==> config.mk <==
export PLATFORM = sky130hd
export DESIGN_NAME = decode_control_pipe
export DESIGN_NICKNAME = d
export VERILOG_FILES = /design/src/rtl/decode_control_pipe.sv
export SDC_FILE = /design/constraint.sdc
export NUM_CORES = 1
export LEC_CHECK = 0
export CAP_MARGIN = 40
export CORE_MARGIN = 2
export CORE_UTILIZATION = 34
export CTS_BUF_LIST = sky130_fd_sc_hd__clkbuf_8
export DETAILED_ROUTE_END_ITERATION = 7
export HOLD_SLACK_MARGIN = 0.1
export PLACE_DENSITY = 0.67
export REMOVE_ABC_BUFFERS = 1
export SLEW_MARGIN = 5
export SYNTH_ARGS = -nofsm -noshare
export SYNTH_HDL_FRONTEND = slang
export SYNTH_SLANG_ARGS = --single-unit
==> constraint.sdc <==
create_clock -name clk -period 9.2 [get_ports clk]
set_input_delay 2.76 -clock clk [delete_from_list [all_inputs] [get_ports clk]]
set_output_delay 2.76 -clock clk [all_outputs]
set_load 0.01 [all_outputs]
==> src/rtl/decode_control_pipe.sv <==
// decode_control_pipe: registered RV32I control decoder with an in-order
// output buffer, valid/ready handshakes on both sides, flush and a
// saturating illegal-instruction counter.
module decode_control_pipe #(
   parameter int ADDR_W    = 32,
   parameter int BUF_DEPTH = 2
) (
   input  logic              clk,
   input  logic              rst,
   input  logic              in_valid,
   output logic              in_ready,
   input  logic [31:0]       in_instr,
   input  logic [ADDR_W-1:0] in_pc,
   input  logic              flush,
   output logic              out_valid,
   input  logic              out_ready,
   output logic [ADDR_W-1:0] out_pc,
   output logic [4:0]        out_alu_op,
   output logic [31:0]       out_imm,
   output logic [4:0]        out_rs1,
   output logic [4:0]        out_rs2,
   output logic [4:0]        out_rd,
   output logic              out_reg_write_en,
   output logic              out_alu_src_imm,
   output logic              out_mem_read,
   output logic              out_mem_write,
   output logic              out_mem_to_reg,
   output logic              out_mem_unsigned,
   output logic              out_jump,
   output logic              out_jump_reg,
   output logic [1:0]        out_mem_size,
   output logic [2:0]        out_branch_type,
   output logic              out_illegal,
   output logic [15:0]       illegal_count
);

   localparam int PTR_W = (BUF_DEPTH > 1) ? $clog2(BUF_DEPTH) : 1;
   localparam int CNT_W = $clog2(BUF_DEPTH + 1);
   localparam logic [PTR_W-1:0] LAST_PTR  = PTR_W'(BUF_DEPTH - 1);
   localparam logic [CNT_W-1:0] DEPTH_CNT = CNT_W'(BUF_DEPTH);

   typedef enum logic [4:0] {
      ALU_ADD   = 5'd0,  ALU_ADDI  = 5'd1,  ALU_SUB  = 5'd2,
      ALU_SLL   = 5'd4,  ALU_SLLI  = 5'd5,  ALU_SRL  = 5'd6,
      ALU_SRLI  = 5'd7,  ALU_SRA   = 5'd8,  ALU_SRAI = 5'd9,
      ALU_AND   = 5'd10, ALU_ANDI  = 5'd11, ALU_OR   = 5'd12,
      ALU_ORI   = 5'd13, ALU_XOR   = 5'd14, ALU_XORI = 5'd15,
      ALU_IMM   = 5'd16, ALU_SLT   = 5'd17, ALU_SLTU = 5'd18,
      ALU_SLTI  = 5'd19, ALU_SLTIU = 5'd20, ALU_AUIPC = 5'd21
   } alu_op_e;

   typedef enum logic [6:0] {
      OPC_OP     = 7'b0110011,
      OPC_OP_IMM = 7'b0010011,
      OPC_LOAD   = 7'b0000011,
      OPC_STORE  = 7'b0100011,
      OPC_BRANCH = 7'b1100011,
      OPC_JAL    = 7'b1101111,
      OPC_JALR   = 7'b1100111,
      OPC_LUI    = 7'b0110111,
      OPC_AUIPC  = 7'b0010111
   } opcode_e;

   typedef struct packed {
      logic [ADDR_W-1:0] pc;
      alu_op_e           alu_op;
      logic [31:0]       imm;
      logic [4:0]        rs1;
      logic [4:0]        rs2;
      logic [4:0]        rd;
      logic              reg_write_en;
      logic              alu_src_imm;
      logic              mem_read;
      logic              mem_write;
      logic              mem_to_reg;
      logic              mem_unsigned;
      logic              jump;
      logic              jump_reg;
      logic [1:0]        mem_size;
      logic [2:0]        branch_type;
      logic              illegal;
   } entry_t;

   opcode_e     opcode;
   logic [2:0]  funct3;
   logic [6:0]  funct7;
   logic [4:0]  f_rs1, f_rs2, f_rd;
   logic [31:0] imm_i, imm_s, imm_b, imm_u, imm_j;
   entry_t      dec;
   logic        bad;

   entry_t           buf_q [BUF_DEPTH];
   logic [PTR_W-1:0] head_q, head_d, tail_q, tail_d;
   logic [CNT_W-1:0] count_q, count_d;
   logic [15:0]      illegal_count_q, illegal_count_d;
   logic             push, pop;
   entry_t           head;

   assign opcode = opcode_e'(in_instr[6:0]);
   assign funct3 = in_instr[14:12];
   assign funct7 = in_instr[31:25];
   assign f_rd   = in_instr[11:7];
   assign f_rs1  = in_instr[19:15];
   assign f_rs2  = in_instr[24:20];
   assign imm_i  = {{20{in_instr[31]}}, in_instr[31:20]};
   assign imm_s  = {{20{in_instr[31]}}, in_instr[31:25], in_instr[11:7]};
   assign imm_b  = {{19{in_instr[31]}}, in_instr[31], in_instr[7],
                    in_instr[30:25], in_instr[11:8], 1'b0};
   assign imm_u  = {in_instr[31:12], 12'b0};
   assign imm_j  = {{11{in_instr[31]}}, in_instr[31], in_instr[19:12],
                    in_instr[20], in_instr[30:21], 1'b0};

   // Decode the offered instruction into a buffer entry; illegal encodings collapse to a bare PC + flag.
   always_comb begin
      dec    = '0;
      dec.pc = in_pc;
      bad    = 1'b0;
      case (opcode)
         OPC_OP: begin
            dec.rs1 = f_rs1;
            dec.rs2 = f_rs2;
            dec.rd  = f_rd;
            dec.reg_write_en = 1'b1;
            case (funct3)
               3'd0:    dec.alu_op = funct7[5] ? ALU_SUB : ALU_ADD;
               3'd1:    dec.alu_op = ALU_SLL;
               3'd2:    dec.alu_op = ALU_SLT;
               3'd3:    dec.alu_op = ALU_SLTU;
               3'd4:    dec.alu_op = ALU_XOR;
               3'd5:    dec.alu_op = funct7[5] ? ALU_SRA : ALU_SRL;
               3'd6:    dec.alu_op = ALU_OR;
               default: dec.alu_op = ALU_AND;
            endcase
         end
         OPC_OP_IMM: begin
            dec.rs1 = f_rs1;
            dec.rd  = f_rd;
            dec.imm = imm_i;
            dec.reg_write_en = 1'b1;
            dec.alu_src_imm  = 1'b1;
            case (funct3)
               3'd0: dec.alu_op = ALU_ADDI;
               3'd1: begin
                  dec.alu_op = ALU_SLLI;
                  bad = (funct7 != 7'b0000000);
               end
               3'd2: dec.alu_op = ALU_SLTI;
               3'd3: dec.alu_op = ALU_SLTIU;
               3'd4: dec.alu_op = ALU_XORI;
               3'd5: begin
                  if (funct7 == 7'b0000000)      dec.alu_op = ALU_SRLI;
                  else if (funct7 == 7'b0100000) dec.alu_op = ALU_SRAI;
                  else                           bad = 1'b1;
               end
               3'd6:    dec.alu_op = ALU_ORI;
               default: dec.alu_op = ALU_ANDI;
            endcase
         end
         OPC_LOAD: begin
            dec.rs1 = f_rs1;
            dec.rd  = f_rd;
            dec.imm = imm_i;
            dec.alu_op       = ALU_ADDI;
            dec.mem_read     = 1'b1;
            dec.mem_to_reg   = 1'b1;
            dec.reg_write_en = 1'b1;
            dec.alu_src_imm  = 1'b1;
            dec.mem_size     = funct3[1:0];
            dec.mem_unsigned = funct3[2];
            bad = (funct3 == 3'd3) || (funct3 == 3'd6) || (funct3 == 3'd7);
         end
         OPC_STORE: begin
            dec.rs1 = f_rs1;
            dec.rs2 = f_rs2;
            dec.imm = imm_s;
            dec.alu_op      = ALU_ADDI;
            dec.mem_write   = 1'b1;
            dec.alu_src_imm = 1'b1;
            dec.mem_size    = funct3[1:0];
            bad = (funct3 > 3'd2);
         end
         OPC_BRANCH: begin
            dec.rs1 = f_rs1;
            dec.rs2 = f_rs2;
            dec.imm = imm_b;
            dec.alu_op = ALU_SUB;
            case (funct3)
               3'd0:    dec.branch_type = 3'd1;
               3'd1:    dec.branch_type = 3'd2;
               3'd4:    dec.branch_type = 3'd3;
               3'd5:    dec.branch_type = 3'd4;
               3'd6:    dec.branch_type = 3'd5;
               3'd7:    dec.branch_type = 3'd6;
               default: bad = 1'b1;
            endcase
         end
         OPC_JAL: begin
            dec.rd  = f_rd;
            dec.imm = imm_j;
            dec.alu_op       = ALU_ADD;
            dec.jump         = 1'b1;
            dec.reg_write_en = 1'b1;
         end
         OPC_JALR: begin
            dec.rs1 = f_rs1;
            dec.rd  = f_rd;
            dec.imm = imm_i;
            dec.alu_op       = ALU_ADDI;
            dec.jump         = 1'b1;
            dec.jump_reg     = 1'b1;
            dec.reg_write_en = 1'b1;
            bad = (funct3 != 3'd0);
         end
         OPC_LUI, OPC_AUIPC: begin
            dec.rd  = f_rd;
            dec.imm = imm_u;
            dec.alu_op       = (opcode == OPC_LUI) ? ALU_IMM : ALU_AUIPC;
            dec.reg_write_en = 1'b1;
            dec.alu_src_imm  = 1'b1;
         end
         default: bad = 1'b1;
      endcase
      if (bad) begin
         dec         = '0;
         dec.pc      = in_pc;
         dec.illegal = 1'b1;
      end
   end

   assign in_ready  = (count_q < DEPTH_CNT);
   assign out_valid = (count_q != '0);
   assign push      = in_valid && in_ready && !flush;
   assign pop       = out_valid && out_ready && !flush;

   // Pointer/count/counter next state; flush wins over any same-cycle push or pop.
   always_comb begin
      head_d          = head_q;
      tail_d          = tail_q;
      count_d         = count_q;
      illegal_count_d = illegal_count_q;
      if (flush) begin
         head_d  = '0;
         tail_d  = '0;
         count_d = '0;
      end else begin
         if (push) tail_d = (tail_q == LAST_PTR) ? '0 : tail_q + 1'b1;
         if (pop)  head_d = (head_q == LAST_PTR) ? '0 : head_q + 1'b1;
         if (push && !pop)      count_d = count_q + 1'b1;
         else if (pop && !push) count_d = count_q - 1'b1;
      end
      if (push && dec.illegal && (illegal_count_q != 16'hFFFF))
         illegal_count_d = illegal_count_q + 1'b1;
   end

   // Buffer control state registers.
   always_ff @(posedge clk or posedge rst) begin
      if (rst) begin
         head_q          <= '0;
         tail_q          <= '0;
         count_q         <= '0;
         illegal_count_q <= '0;
      end else begin
         head_q          <= head_d;
         tail_q          <= tail_d;
         count_q         <= count_d;
         illegal_count_q <= illegal_count_d;
      end
   end

   // Buffer storage; cleared on reset so every out_* reads zero afterwards.
   always_ff @(posedge clk or posedge rst) begin
      if (rst) begin
         for (int unsigned i = 0; i < BUF_DEPTH; i++) buf_q[i] <= '0;
      end else if (push) begin
         buf_q[tail_q] <= dec;
      end
   end

   assign head             = buf_q[head_q];
   assign out_pc           = head.pc;
   assign out_alu_op       = head.alu_op;
   assign out_imm          = head.imm;
   assign out_rs1          = head.rs1;
   assign out_rs2          = head.rs2;
   assign out_rd           = head.rd;
   assign out_reg_write_en = head.reg_write_en;
   assign out_alu_src_imm  = head.alu_src_imm;
   assign out_mem_read     = head.mem_read;
   assign out_mem_write    = head.mem_write;
   assign out_mem_to_reg   = head.mem_to_reg;
   assign out_mem_unsigned = head.mem_unsigned;
   assign out_jump         = head.jump;
   assign out_jump_reg     = head.jump_reg;
   assign out_mem_size     = head.mem_size;
   assign out_branch_type  = head.branch_type;
   assign out_illegal      = head.illegal;
   assign illegal_count    = illegal_count_q;

endmodule

==> After elaboration in Yosys (flattened, before gate mapping) <==
Index checks and enable logic that the tools add are counted.
{ "totals": {"reg_bits": 216, "input_bits": 69, "output_inout_bits": 116, "word_cells": 143} }
{ "classes": {"addsub": 5, "n_lt_le_gt_ge": 5, "n_eq_ne": 18, "n_mux": 42, "bitwise": 2, "n_reduce_logical": 33} }
{ "ops": {"columns": ["operator", "count"], "rows": [
  ["98-bit 2-to-1 mux", 4],
  ["196-bit bitwise mux", 1],
  ["32-bit one-hot mux with 5 select lines", 1],
  ["98-bit demux with 1-bit select", 1],
  ["5-bit one-hot mux with 7 select lines", 2],
  ["66-bit 2-to-1 mux", 1],
  ["7-bit by 6-bit == test with 1-bit output (second input constant)", 4],
  ["5-bit one-hot mux with 5 select lines", 1],
  ["7-bit == test (second input constant)", 3],
  ["3-bit one-hot mux with 6 select lines", 1],
  ["16-bit by 1-bit adder with 16-bit output (second input constant)", 1],
  ["16-bit inequality test (second input constant)", 1],
  ["7-bit by 5-bit == test with 1-bit output (second input constant)", 2],
  ["1-bit 2-to-1 mux", 14],
  ["3-bit == test (second input constant)", 4],
  ["2-bit 2-to-1 mux", 6],
  ["4-bit 2-to-1 mux", 3],
  ["6-bit OR reduction", 2],
  ["5-bit 2-to-1 mux", 2],
  ["1-bit logical AND", 9],
  ["3-bit OR reduction", 3],
  ["7-bit by 2-bit == test with 1-bit output (second input constant)", 1],
  ["7-bit zero test", 1],
  ["7-bit nonzero test", 1],
  ["other kinds (23)", 36]
]} }

==> Logic depth before layout (Yosys ltp) <==
Gate-level depths: netlist of run 1.
{ "depth": {"word_depth": 8, "mapped_depth": 10, "depth_no_buf": 7} }

==> Worst setup path before layout of run 1 <==
OpenSTA, ideal clock, no wires.
{ "synth_timing": {"kind": "input port to flip-flop", "from": "input in_instr[3]", "to": "register illegal_count_q[3], in the netlist illegal_count[3]", "t_arrival_ns": 4.524, "t_required_ns": 9.074, "path_slack_ns": 4.550, "cell_stages": 8, "path_cell_list": "clkbuf_2 > or4_4 > o41ai_4 > a311oi_2 > a21oi_2 > buf_4 > nand4_1 > xnor2_1"} }
{ "synth_via": {"elab_chain_len": 6} }
{ "synth_lines": {"columns": ["item", "line", "rtl"], "rows": [
  ["start, declared", "12", "input logic [31:0] in_instr,"],
  ["7-bit by 6-bit == test with 1-bit output (tied with other cells)", "118", "case (opcode)"],
  ["4-bit OR reduction (no line)", null, null],
  ["1-bit one-hot mux with 6 select lines (*)", "118", null],
  ["66-bit 2-to-1 mux (*)", "223", "if (bad) begin"],
  ["1-bit logical AND (*) (2 in a row)", "251", "if (push && dec.illegal && (illegal_count_q != 16'hFFFF))"],
  ["end signal, assigned", "266", "illegal_count_q <= illegal_count_d;"],
  ["end, declared", "95", "logic [15:0] illegal_count_q, illegal_count_d;"]
]} }
Every way passes the cells marked *; elsewhere a longest branch is shown, timed or not.
A chain may end at the register's enable or synchronous reset.

==> Worst setup path in the final report of run 1 <==
{ "layout_timing": {"from": "register head_q", "to": "output out_imm[12]"} }
{ "layout_via": {"elab_chain_len": 4} }
{ "layout_lines": {"columns": ["item", "line", "rtl"], "rows": [
  ["start, declared", "93", "logic [PTR_W-1:0] head_q, head_d, tail_q, tail_d;"],
  ["start signal, assigned", "258", "head_q <= '0;"],
  ["start signal, assigned", "263", "head_q <= head_d;"],
  ["1-bit NOT with 2-bit output (not written as such)", "279", "assign head = buf_q[head_q];"],
  ["98-bit 2-to-1 mux (not written as such) (3 in a row)", "279", null],
  ["end, declared", "19", "output logic [31:0] out_imm,"]
]} }
Every way passes these cells. The select of a mux whose other input is x is not followed.

==> metrics.md, run 1 <==
| Metric | Value |
|---|---|
| FP Rows | `63` |
| Post-route clock period utilization | `0.6234` |
| Comb pwr share | `0.169` |
| Sw frac | `0.2719` |
| CTS sink count | `214` |
| R2r startpoint | `count_q[1]` |
| Critical Path AT | `2.98 ns` |
| Post-route design area | `0.01313 mm²` |
| Synthesized netlist cell count | `1021` |
| Largest family of logic cells by synthesized area | `simple AND/OR/NAND/NOR gates` |
| RSZ-0062 raised after global routing | `false` |
| Postcts setup bufs | `0` |
| Worst skew pair latency | `0.53 ns` |
| Fraction of layout cells with a size suffix above 1 | `0.1635` |
| Cell area after synthesis | `0.01011 mm²` |
| Top cell type by total area after synthesis | `dfrtp_1` |
| Crit path launch type | `register` |
| Max stage delay cell, worst path | `dfrtp_4` |
| DIE WIDTH | `176.4 µm` |
| Compound-gate portion of the synthesized area | `0.1335` |
| H-tree Lvls | `2` |
| Largest net degree at the start of global routing | `80` |
| Leakage | `0.005900 µW` |
| First-pass GRT wire length | `44440 µm` |
| Int Power | `1748 µW` |
| Yosys cell types | `63` |
| Crit. End Element | `output port` |
| Die area | `0.03113 mm²` |
| Slew @ Worst Pin | `0.8901 ns` |
| Worst R2R End | `buf_q[150]` |
| Post-CTS Resized | `0` |
| Post-Synth Simple-Gate Area | `0.1767` |
| Initial antenna violation count | `1` |
| Die extent in y | `176.4 µm` |
| Worst setup endpoint | `out_imm[12]` |
| Final min period | `5.735 ns` |
| Vias in the first global route | `7997` |
| CTS max path bufs | `3` |
| Switching pwr | `652.8 µW` |
| Synthesis-to-finish area growth | `29.82%` |
| Power Dens Cells | `182.9 mW/mm²` |
| Maximum vdd drop | `0.08469 mV` |
| Setup tns final | `0 ns` |
| Post-Route WL | `27630 µm` |
| Clock share of power | `0.377` |
| GPL Wtd Cong | `0.8532` |
| Drc violations | `0` |
| Synth Area in XOR/XNOR | `0.01559` |
| Vias | `8083` |
| Cells on worst reg2reg path | `6` |
| Total power | `2401 µW` |
| Max Cap Violations | `0` |
| Sequential-to-total area share from yosys stat | `0.5296` |
| Slowest Stage Delay on Critical Path | `0.64 ns` |
| Top Ports | `185` |
| Hold_buf cts | `0` |
| Warnings, synthesis | `0` |
| CTS root buffer | `clkbuf_8` |
| Placed instance area | `0.01232 mm²` |
| 1st-pass router iterations | `8` |
| Top-area cell type share of the netlist area | `0.5296` |
| # nets final | `1260` |
| Overflow after GRT | `0` |
| Synth Register Bits | `214` |
| Tightest Hold Check Type | `register to register` |
| Max FO, Critical Path | `42` |
| Core Area | `0.02948 mm²` |
| Iteration-0 DRC Markers | `537` |
| Worst R2R Setup Slack | `5.80 ns` |
| Total GRT Usage | `0.1784` |
| Buffers plus inverters on the worst setup path | `3` |
| Fillers | `2813` |
| Count leader, synth | `nand2_1` |
| Vias per inst | `5.030` |
| Reg power frac | `0.453` |
| Delay-heaviest family, CP | `buffers and inverters` |
| # setup viols final | `0` |
| WP data required | `6.44 ns` |
| Area of the multi-input gates | `0.004433 mm²` |
| EDFF count, synth | `0` |
| Hpwl dp | `17990 µm` |
| # diodes | `0` |
| Slew margin rel. | `0.4011` |
| Critical path origin | `head_q` |
| Post-synthesis mux area share | `0.1091` |
| Detail Route Antenna Nets | `0` |
| Cts bufs inserted | `40` |
| Syn_area_per_cell | `9.903 µm²` |
| Slew Limit Fails | `0` |
| CTS tree | `done` |
| Initial Utilization | `0.3430` |
| Synth Area in Adders | `0.001237` |
| CTS clk-pin slew, worst paths | `0.06 ns` |
| Synth async-reset ratio | `1.000` |
| WS Path Type | `register to output port` |
| FF/Latch Area | `0.005359 mm²` |
| Worst-case clock skew | `0.01842 ns` |
| Fmax | `174.4 MHz` |
| Status | `finished, final reports clean` |
| Final Hold Vio Count | `0` |
| Top cells by area, synth | `dfrtp_1 (53%), nand2_1 (11%), mux2_2 (11%)` |
| Ys flop type | `dfrtp_1` |
| DR WL/cell | `17.19 µm` |
| Synth top cells by count | `nand2_1 (297), dfrtp_1 (214), mux2_2 (98), o21ai_0 (69), clkbuf_1 (50)` |
| Buffers on Ports | `184` |
| CP cell instances | `buf_4 > buf_16 > mux2_2 > clkdlybuf4s50_1` |
| Critical path depth in cells | `4` |
registers in the layout, indices dropped and copies added (netlist names):
name           cells
buf_q            194
count_q            2
head_q             1
illegal_count     16
tail_q             1
power groups by stage:
| stage | Clock [µW] | Sequential [µW] | Combinational (µW) |
|---|---|---|---|
| after floorplan | 0 | 1100 | 203 |
| after global placement | 0 | 1100 | 399 |
| after detailed placement | 0 | 1110 | 408 |
| after CTS | 939 | 1090 | 412 |
| after global routing | 982 | 1100 | 450 |
| final | 906 | 1090 | 407 |
through the flow:
stage,instances,hold slack (ns),util,setup slack [ns]
floorplan,950,0.4401,-,0.5891
global placement,1532,0.4514,0.4147,3.002
detailed placement,1537,0.4563,0.4180,2.891
CTS,1606,0.4698,0.4451,3.374
global route,1607,0.4850,0.4453,3.212
finish,1607,0.4667,0.4453,3.465
worst register-to-register path: cells and delay by family (launching register included):
family / cells / cell delay (ns)
compound gates: 1 / 0.29
buf+inv: 1 / 0.44
flops: 1 / 0.42
simple gates: 4 / 2.16
area by class of cell:
class	count	share of cell area
Clock buffer	53	0.05557
Sequential cell	214	0.4083
Tap cell	390	0.03717
Timing Repair Buffer	198	0.1525
Multi-Input combinational cell	726	0.3377
Inverter	10	0.003432
Clock inverter	16	0.005338
kinds of logic after synthesis:
logic type / Yosys count
muxes: 98
xor gates and xnor gates: 18
adders and majority gates: 1
buffers and inverters: 81
AOI/OAI and AO/OA: 200
DFF: 214
and+or+nand+nor: 409
worst min-delay path by stage:
stage               start    endpoint  slack, ns  depth (start not counted)
4_1_cts         buf_q[73]   buf_q[73]       0.47                          2
3_5_place_dp    buf_q[83]   buf_q[83]       0.46                          2
3_3_place_gp    buf_q[88]   buf_q[88]       0.45                          2
6_report        buf_q[73]   buf_q[73]       0.47                          2
5_1_grt        buf_q[111]  buf_q[111]       0.49                          1
2_1_floorplan   buf_q[66]   buf_q[66]       0.44                          2
layout by cell type (no fill, tap or decap), drive strengths merged, types with 3 or more instances in the layout:
cell type,instances
nand4,8
or2,3
a32o,10
nand2b,5
and3,6
nor4,3
a22o,36
xor2,3
nand2,298
xnor2,15
or4,3
nor2b,7
dfrtp,214
clkdlybuf4s50,184
inv,22
a21oi,33
nand3,24
nor2,23
o21ai,90
clkbuf,54
buf,13
mux2,98
and2,4
o31ai,10
nor3,13
layer usage:
layer,track usage,vias up,share of wire
li1,-,3879,-
met5,0,-,0.00036
met4,0.04787,2,0.016
met3,0.03790,42,0.065
met2,0.2786,249,0.45
met1,0.2514,3911,0.47
Power figures use the tool's default switching activity.
==> run 2: changes to the inputs <==
==> constraint.sdc (replaced) <==
create_clock -name clk -period 5.5 [get_ports clk]
set_input_delay 1.65 -clock clk [delete_from_list [all_inputs] [get_ports clk]]
set_output_delay 1.65 -clock clk [all_outputs]
set_load 0.01 [all_outputs]
==> run 2 against run 1 <==
Sequential power increased by 68%; setup slack got worse by 2.4 ns; total power increased by 69%; cell area increased by 0.49%; final cell count increased by 0.31%; sequential share of layout area decreased by 0.20 points; critical path depth decreased by 1; routed wire length increased by 2.1%; utilization increased by 0.22 points; worst hold slack improved by 0.0013 ns; sequential cell count unchanged; clock-buffer cell count increased by 2.
==> metrics.md, run 2 (synthesis results as in run 1) <==
| Metric | Value |
|---|---|
| # setup viols final | `0 (unchanged)` |
| Initial Utilization | `0.3430 (unchanged)` |
| Slew @ Worst Pin | `0.7831 ns (-0.1070 ns)` |
| 1st-pass router iterations | `5 (-3)` |
| DR WL/cell | `17.50 µm (+1.8%)` |
| Power Dens Cells | `308.5 mW/mm² (+69%)` |
| # diodes | `0 (unchanged)` |
| Hpwl dp | `18800 µm (+4.5%)` |
| Slew Limit Fails | `0 (unchanged)` |
| Crit path launch type | `register` |
| Tightest Hold Check Type | `register to register` |
| Initial antenna violation count | `1 (unchanged)` |
| Most frequent cells in the layout | `nand2_1 (296), dfrtp_1 (213), clkdlybuf4s50_1 (184), mux2_2 (98), o21ai_0 (69)` |
| Worst R2R End | `buf_q[140]` |
| Post-Place Worst Slack | `0.7036 ns (-2.188 ns)` |
| Fraction of layout cells with a size suffix above 1 | `0.1702 (+0.006696)` |
| Cts bufs inserted | `39 (-2.5%)` |
| CTS max path bufs | `3 (unchanged)` |
| Largest net degree at the start of global routing | `75 (-6.3%)` |
| Status | `finished, final reports clean` |
| Max FO, Critical Path | `54 (+29%)` |
| Largest register FFs | `194 (unchanged)` |
| CTS tree | `done` |
| Final Hold Vio Count | `0 (unchanged)` |
| Vias | `8145 (+0.77%)` |
| Post-route insts no fill | `1612 (+0.31%)` |
| Maximum vdd drop | `0.1253 mV (+48%)` |
| Critical Path AT | `2.77 ns (-0.21 ns)` |
| Util after Layout | `0.4474 (+0.002164)` |
| Cells on worst reg2reg path | `5 (-1)` |
| Synthesis-to-finish area growth | `30.45%` |
| Die area | `0.03113 mm² (unchanged)` |
| Worst setup margin | `1.082 ns (-2.383 ns)` |
| CTS clk-pin slew, worst paths | `0.06 ns (about the same)` |
| Detail Route Antenna Nets | `0 (unchanged)` |
| Worst R2R Setup Slack | `2.77 ns (-3.03 ns)` |
| Worst hold path depth | `2 (unchanged)` |
| # nets final | `1265 (+0.40%)` |
| Crit. End Element | `output port` |
| Post-CTS Resized | `0 (unchanged)` |
| R2r startpoint | `count_q[1]` |
| Biggest register | `buf_q` |
| Total GRT Usage | `0.1817 (+0.003282)` |
| Die extent in y | `176.4 µm (unchanged)` |
| Slew margin rel. | `0.4779 (+0.07681)` |
| Vias in the first global route | `8142 (+1.8%)` |
| Post-Route WL | `28210 µm (+2.1%)` |
| Worst Hold Path EP | `buf_q[69]` |
| CTS sink count | `214 (unchanged)` |
| Core Area | `0.02948 mm² (unchanged)` |
| Cells after DPL | `1544 (+0.46%)` |
| Buffers on Ports | `184 (unchanged)` |
| Iteration-0 DRC Markers | `564 (+5.0%)` |
| Worst skew pair latency | `0.54 ns (about the same)` |
| Leakage | `0.005925 µW (+0.43%)` |
| CTS root buffer | `clkbuf_8` |
| Commonest non-fill, non-tap cell in the layout | `nand2_1` |
| H-tree Lvls | `2 (unchanged)` |
| Max Cap Violations | `0 (unchanged)` |
| WS Path Type | `register to output port` |
| First-pass GRT wire length | `45050 µm (+1.4%)` |
| FP Rows | `63 (unchanged)` |
| Setup tns final | `0 ns (unchanged)` |
| Hold WS | `0.4680 ns (+0.001297 ns)` |
| WP data required | `3.85 ns (-2.59 ns)` |
| Final min period | `4.418 ns` |
| Drc violations | `0 (unchanged)` |
| Post-route clock period utilization | `0.8033` |
| Postcts setup bufs | `0 (unchanged)` |
| Vias per inst | `5.053 (+0.45%)` |
| Worst-case clock skew | `0.02194 ns (+0.003519 ns)` |
| Min-delay src | `buf_q[69]` |
| Hold_buf cts | `0 (unchanged)` |
| Overflow after GRT | `0 (unchanged)` |
| Fmax | `226.3 MHz` |
| RSZ-0062 raised after global routing | `false` |
| DIE WIDTH | `176.4 µm (unchanged)` |
| GPL Wtd Cong | `0.8919 (+4.5%)` |
| Top Ports | `185 (unchanged)` |
run 2: worst max path at each step:
stage	from	slack [ns]	endpoint
4_1_cts	head_q	1.05	out_imm[24]
6_report	head_q	1.08	out_alu_op[1]
2_1_floorplan	rst	-2.00	buf_q[0]
5_1_grt	head_q	0.97	out_rs2[1]
3_5_place_dp	in_instr[3]	0.70	buf_q[159]
3_3_place_gp	in_instr[6]	0.80	illegal_count[1]
run 2: layout make-up:
cell class	instances	area, µm²
Clock buffer	55	757.0
Clock inverter	13	63.81
Fill cell	2810	16290
Inverter	10	45.04
Multi-Input combinational cell	726	4433
Sequential cell	214	5359
Tap cell	390	488.0
Timing Repair Buffer	204	2044
run 2: stage by stage:
step                      cell area [µm²]  total power (µW)
after CTS                           13190              4118
final                               13190              4069
after detailed placement            12370              2537
after global placement              12310              2515
after global routing                13190              4282
after floorplan                      9803              2185
run 2: layer usage:
metal	vias to the layer above	track usage	wire length, µm
li1	3881	-	-
met1	3947	0.2572	13090
met2	259	0.2806	12540
met3	56	0.04070	1975
met4	2	0.04959	600
met5	-	0	13
run 2: report_power, final:
| part | internal (µW) | total, µW | switching [µW] |
|---|---|---|---|
| sequential | 1720 | 1830 | 103 |
| combinational | 345 | 676 | 331 |
| clock | 885 | 1570 | 681 |
run 2: critical path, stage by stage, from the launching register on:
cell             delay, ns
dfrtp_4               0.86
buf_12                0.37
mux2_2                0.42
clkdlybuf4s50_1       0.50
==> run 3: changes to the inputs <==
==> constraint.sdc (replaced) <==
create_clock -name clk -period 4.1 [get_ports clk]
set_input_delay 1.23 -clock clk [delete_from_list [all_inputs] [get_ports clk]]
set_output_delay 1.23 -clock clk [all_outputs]
set_load 0.01 [all_outputs]
==> run 3 against run 2 <==
Non-clock buffer count rose by 21; clock skew is 0.0061 ns lower; critical path depth unchanged; critical path type unchanged; clock power rose by 33%; sequential power rose by 33%; critical endpoint is now out_imm[24]; largest cell class unchanged; total power rose by 34%; global-route usage fell by 0.17 points; setup slack worse by 0.67 ns; sequential share of layout area fell by 0.47 points; routed wire length down 0.29%; die area is the same.
==> metrics.md, run 3 (synthesis results as in run 1) <==
| Metric | Value |
|---|---|
| Status | `finished, final reports clean` |
| Die extent in y | `176.4 µm (unchanged)` |
| DIE WIDTH | `176.4 µm (unchanged)` |
| Final min period | `3.687 ns` |
| Placed instance area | `0.01254 mm² (+1.4%)` |
| # nets final | `1287 (+1.7%)` |
| 1st-pass router iterations | `4 (-1)` |
| Cts bufs inserted | `40 (+2.6%)` |
| Largest net degree at the start of global routing | `81 (+8.0%)` |
| Worst skew pair latency | `0.54 ns (about the same)` |
| Slowest Stage Delay on Critical Path | `0.67 ns (-0.19 ns)` |
| DR WL/cell | `17.18 µm (-1.9%)` |
| Postcts setup bufs | `0 (unchanged)` |
| Worst setup margin | `0.4130 ns (-0.6688 ns)` |
| CTS max path bufs | `3 (unchanged)` |
| Slew @ Worst Pin | `0.9047 ns (+0.1216 ns)` |
| WP data required | `2.87 ns (-0.98 ns)` |
| CTS root buffer | `clkbuf_8` |
| Min-delay src | `buf_q[80]` |
| CTS sink count | `214 (unchanged)` |
| Overflow after GRT | `0 (unchanged)` |
| Detail Route Antenna Nets | `0 (unchanged)` |
| Iteration-0 DRC Markers | `509 (-9.8%)` |
| Most frequent cells in the layout | `nand2_1 (296), dfrtp_1 (213), clkdlybuf4s50_1 (184), mux2_2 (98), o21ai_0 (69)` |
| Delay-heaviest family, CP | `buffers and inverters` |
| Crit. End Element | `output port` |
| Fillers | `2843 (+1.2%)` |
| Post-CTS Resized | `0 (unchanged)` |
| Drc violations | `0 (unchanged)` |
| Die area | `0.03113 mm² (unchanged)` |
| R2r startpoint | `illegal_count[0]` |
| CP cell instances | `buf_12 > mux2_2 > clkdlybuf4s50_1` |
| Max FO, Critical Path | `34 (-37%)` |
| Worst-case clock skew | `0.01581 ns (-0.006134 ns)` |
| Initial Utilization | `0.3430 (unchanged)` |
| CTS clk-pin slew, worst paths | `0.06 ns (about the same)` |
| Vias | `8195 (+0.61%)` |
| RSZ-0062 raised after global routing | `false` |
| Power Dens Cells | `409.9 mW/mm² (+33%)` |
| Fmax | `271.2 MHz` |
| First-pass GRT wire length | `44870 µm (-0.40%)` |
| Max Cap Violations | `0 (unchanged)` |
| Max stage delay cell, worst path | `dfrtp_4` |
| Critical Path AT | `2.46 ns (-0.31 ns)` |
| Util after Layout | `0.4526 (+0.005221)` |
| Post-route design area | `0.01334 mm² (+1.2%)` |
| Post-Place Worst Slack | `0.1250 ns (-0.5786 ns)` |
| Worst hold path depth | `2 (unchanged)` |
| WS Path Type | `register to output port` |
| Crit path launch type | `register` |
| Setup tns final | `0 ns (unchanged)` |
| Commonest non-fill, non-tap cell in the layout | `nand2_1` |
| # setup viols final | `0 (unchanged)` |
| Hold_buf cts | `0 (unchanged)` |
| Final Hold Vio Count | `0 (unchanged)` |
| H-tree Lvls | `2 (unchanged)` |
| Worst R2R End | `illegal_count[1]` |
| Synthesis-to-finish area growth | `31.98%` |
| # diodes | `0 (unchanged)` |
| Biggest register | `buf_q` |
| Buffers on Ports | `184 (unchanged)` |
| GPL Wtd Cong | `0.8900 (-0.21%)` |
| Worst Hold Path EP | `buf_q[80]` |
| Slew margin rel. | `0.3913 (-0.08660)` |
| Leakage | `0.006046 µW (+2.0%)` |
| Maximum vdd drop | `0.2018 mV (+61%)` |
| FP Rows | `63 (unchanged)` |
| Total GRT Usage | `0.1800 (-0.001680)` |
| Buffers plus inverters on the worst setup path | `2 (unchanged)` |
| Hpwl dp | `18950 µm (+0.85%)` |
| CTS tree | `done` |
| Largest register FFs | `194 (unchanged)` |
| Vias per inst | `5.003 (-0.98%)` |
| Cells on worst reg2reg path | `7 (+2)` |
| Vias in the first global route | `8259 (+1.4%)` |
| Slew Limit Fails | `0 (unchanged)` |
| Initial antenna violation count | `0 (-1)` |
| Worst R2R Setup Slack | `1.98 ns (-0.79 ns)` |
| Post-route clock period utilization | `0.8993` |
| Tightest Hold Check Type | `register to register` |
| Post-Route WL | `28130 µm (-0.29%)` |
| Fraction of layout cells with a size suffix above 1 | `0.1843 (+0.01408)` |
| Core Area | `0.02948 mm² (unchanged)` |
| Top Ports | `185 (unchanged)` |
## run 3: how the worst max path moves through the flow
stage                             end  slack [ns]    startpoint  depth (start not counted)
after CTS                    out_jump        0.35        head_q                          3
final                     out_imm[24]        0.41        head_q                          3
after floorplan              buf_q[0]       -2.98           rst                          1
after global placement      buf_q[36]        0.15  in_instr[25]                          7
after detailed placement    buf_q[36]        0.13  in_instr[26]                          7
after global routing      out_imm[24]        0.30        head_q                          3
## run 3: worst min-delay path, delay by kind of cell, from the launching register on
kind | cells | cell delay [ns]
simple gates | 2 | 0.10
flops | 1 | 0.33
## run 3: layout make-up
cell class,count,area (µm²),share of cell area
inverter,10,45.04,0.003376
tap,390,488.0,0.03657
multi-input combinational,726,4433,0.3322
clock inverter,31,229.0,0.01716
timing repair buffer,225,2212,0.1658
sequential,214,5359,0.4016
clock buffer,42,578.1,0.04332
## run 3: report_power, final
| part | switching [µW] | leakage (µW) | internal [µW] |
|---|---|---|---|
| Sequential | 131 | 0.00288 | 2310 |
| Clock | 937 | 0.000469 | 1160 |
| Combinational | 455 | 0.00270 | 476 |
## run 3: metal layers
layer  vias to the layer above  routed length (µm)  GRT usage
met4                         0                 466    0.04580
met1                      3983               13130     0.2512
met3                        41                1773    0.03854
met2                       239               12760     0.2851
li1                       3932                   -          -
met5                         -                   0          0
## run 3: per-stage QoR
stage                     cells  hold WS [ns]  power, µW
after global placement     1565        0.4515       3398
after global routing       1638        0.4882       5755
after CTS                  1638        0.4714       5544
after floorplan             950        0.4401       2932
final                      1638        0.4673       5470
after detailed placement   1565        0.4570       3418
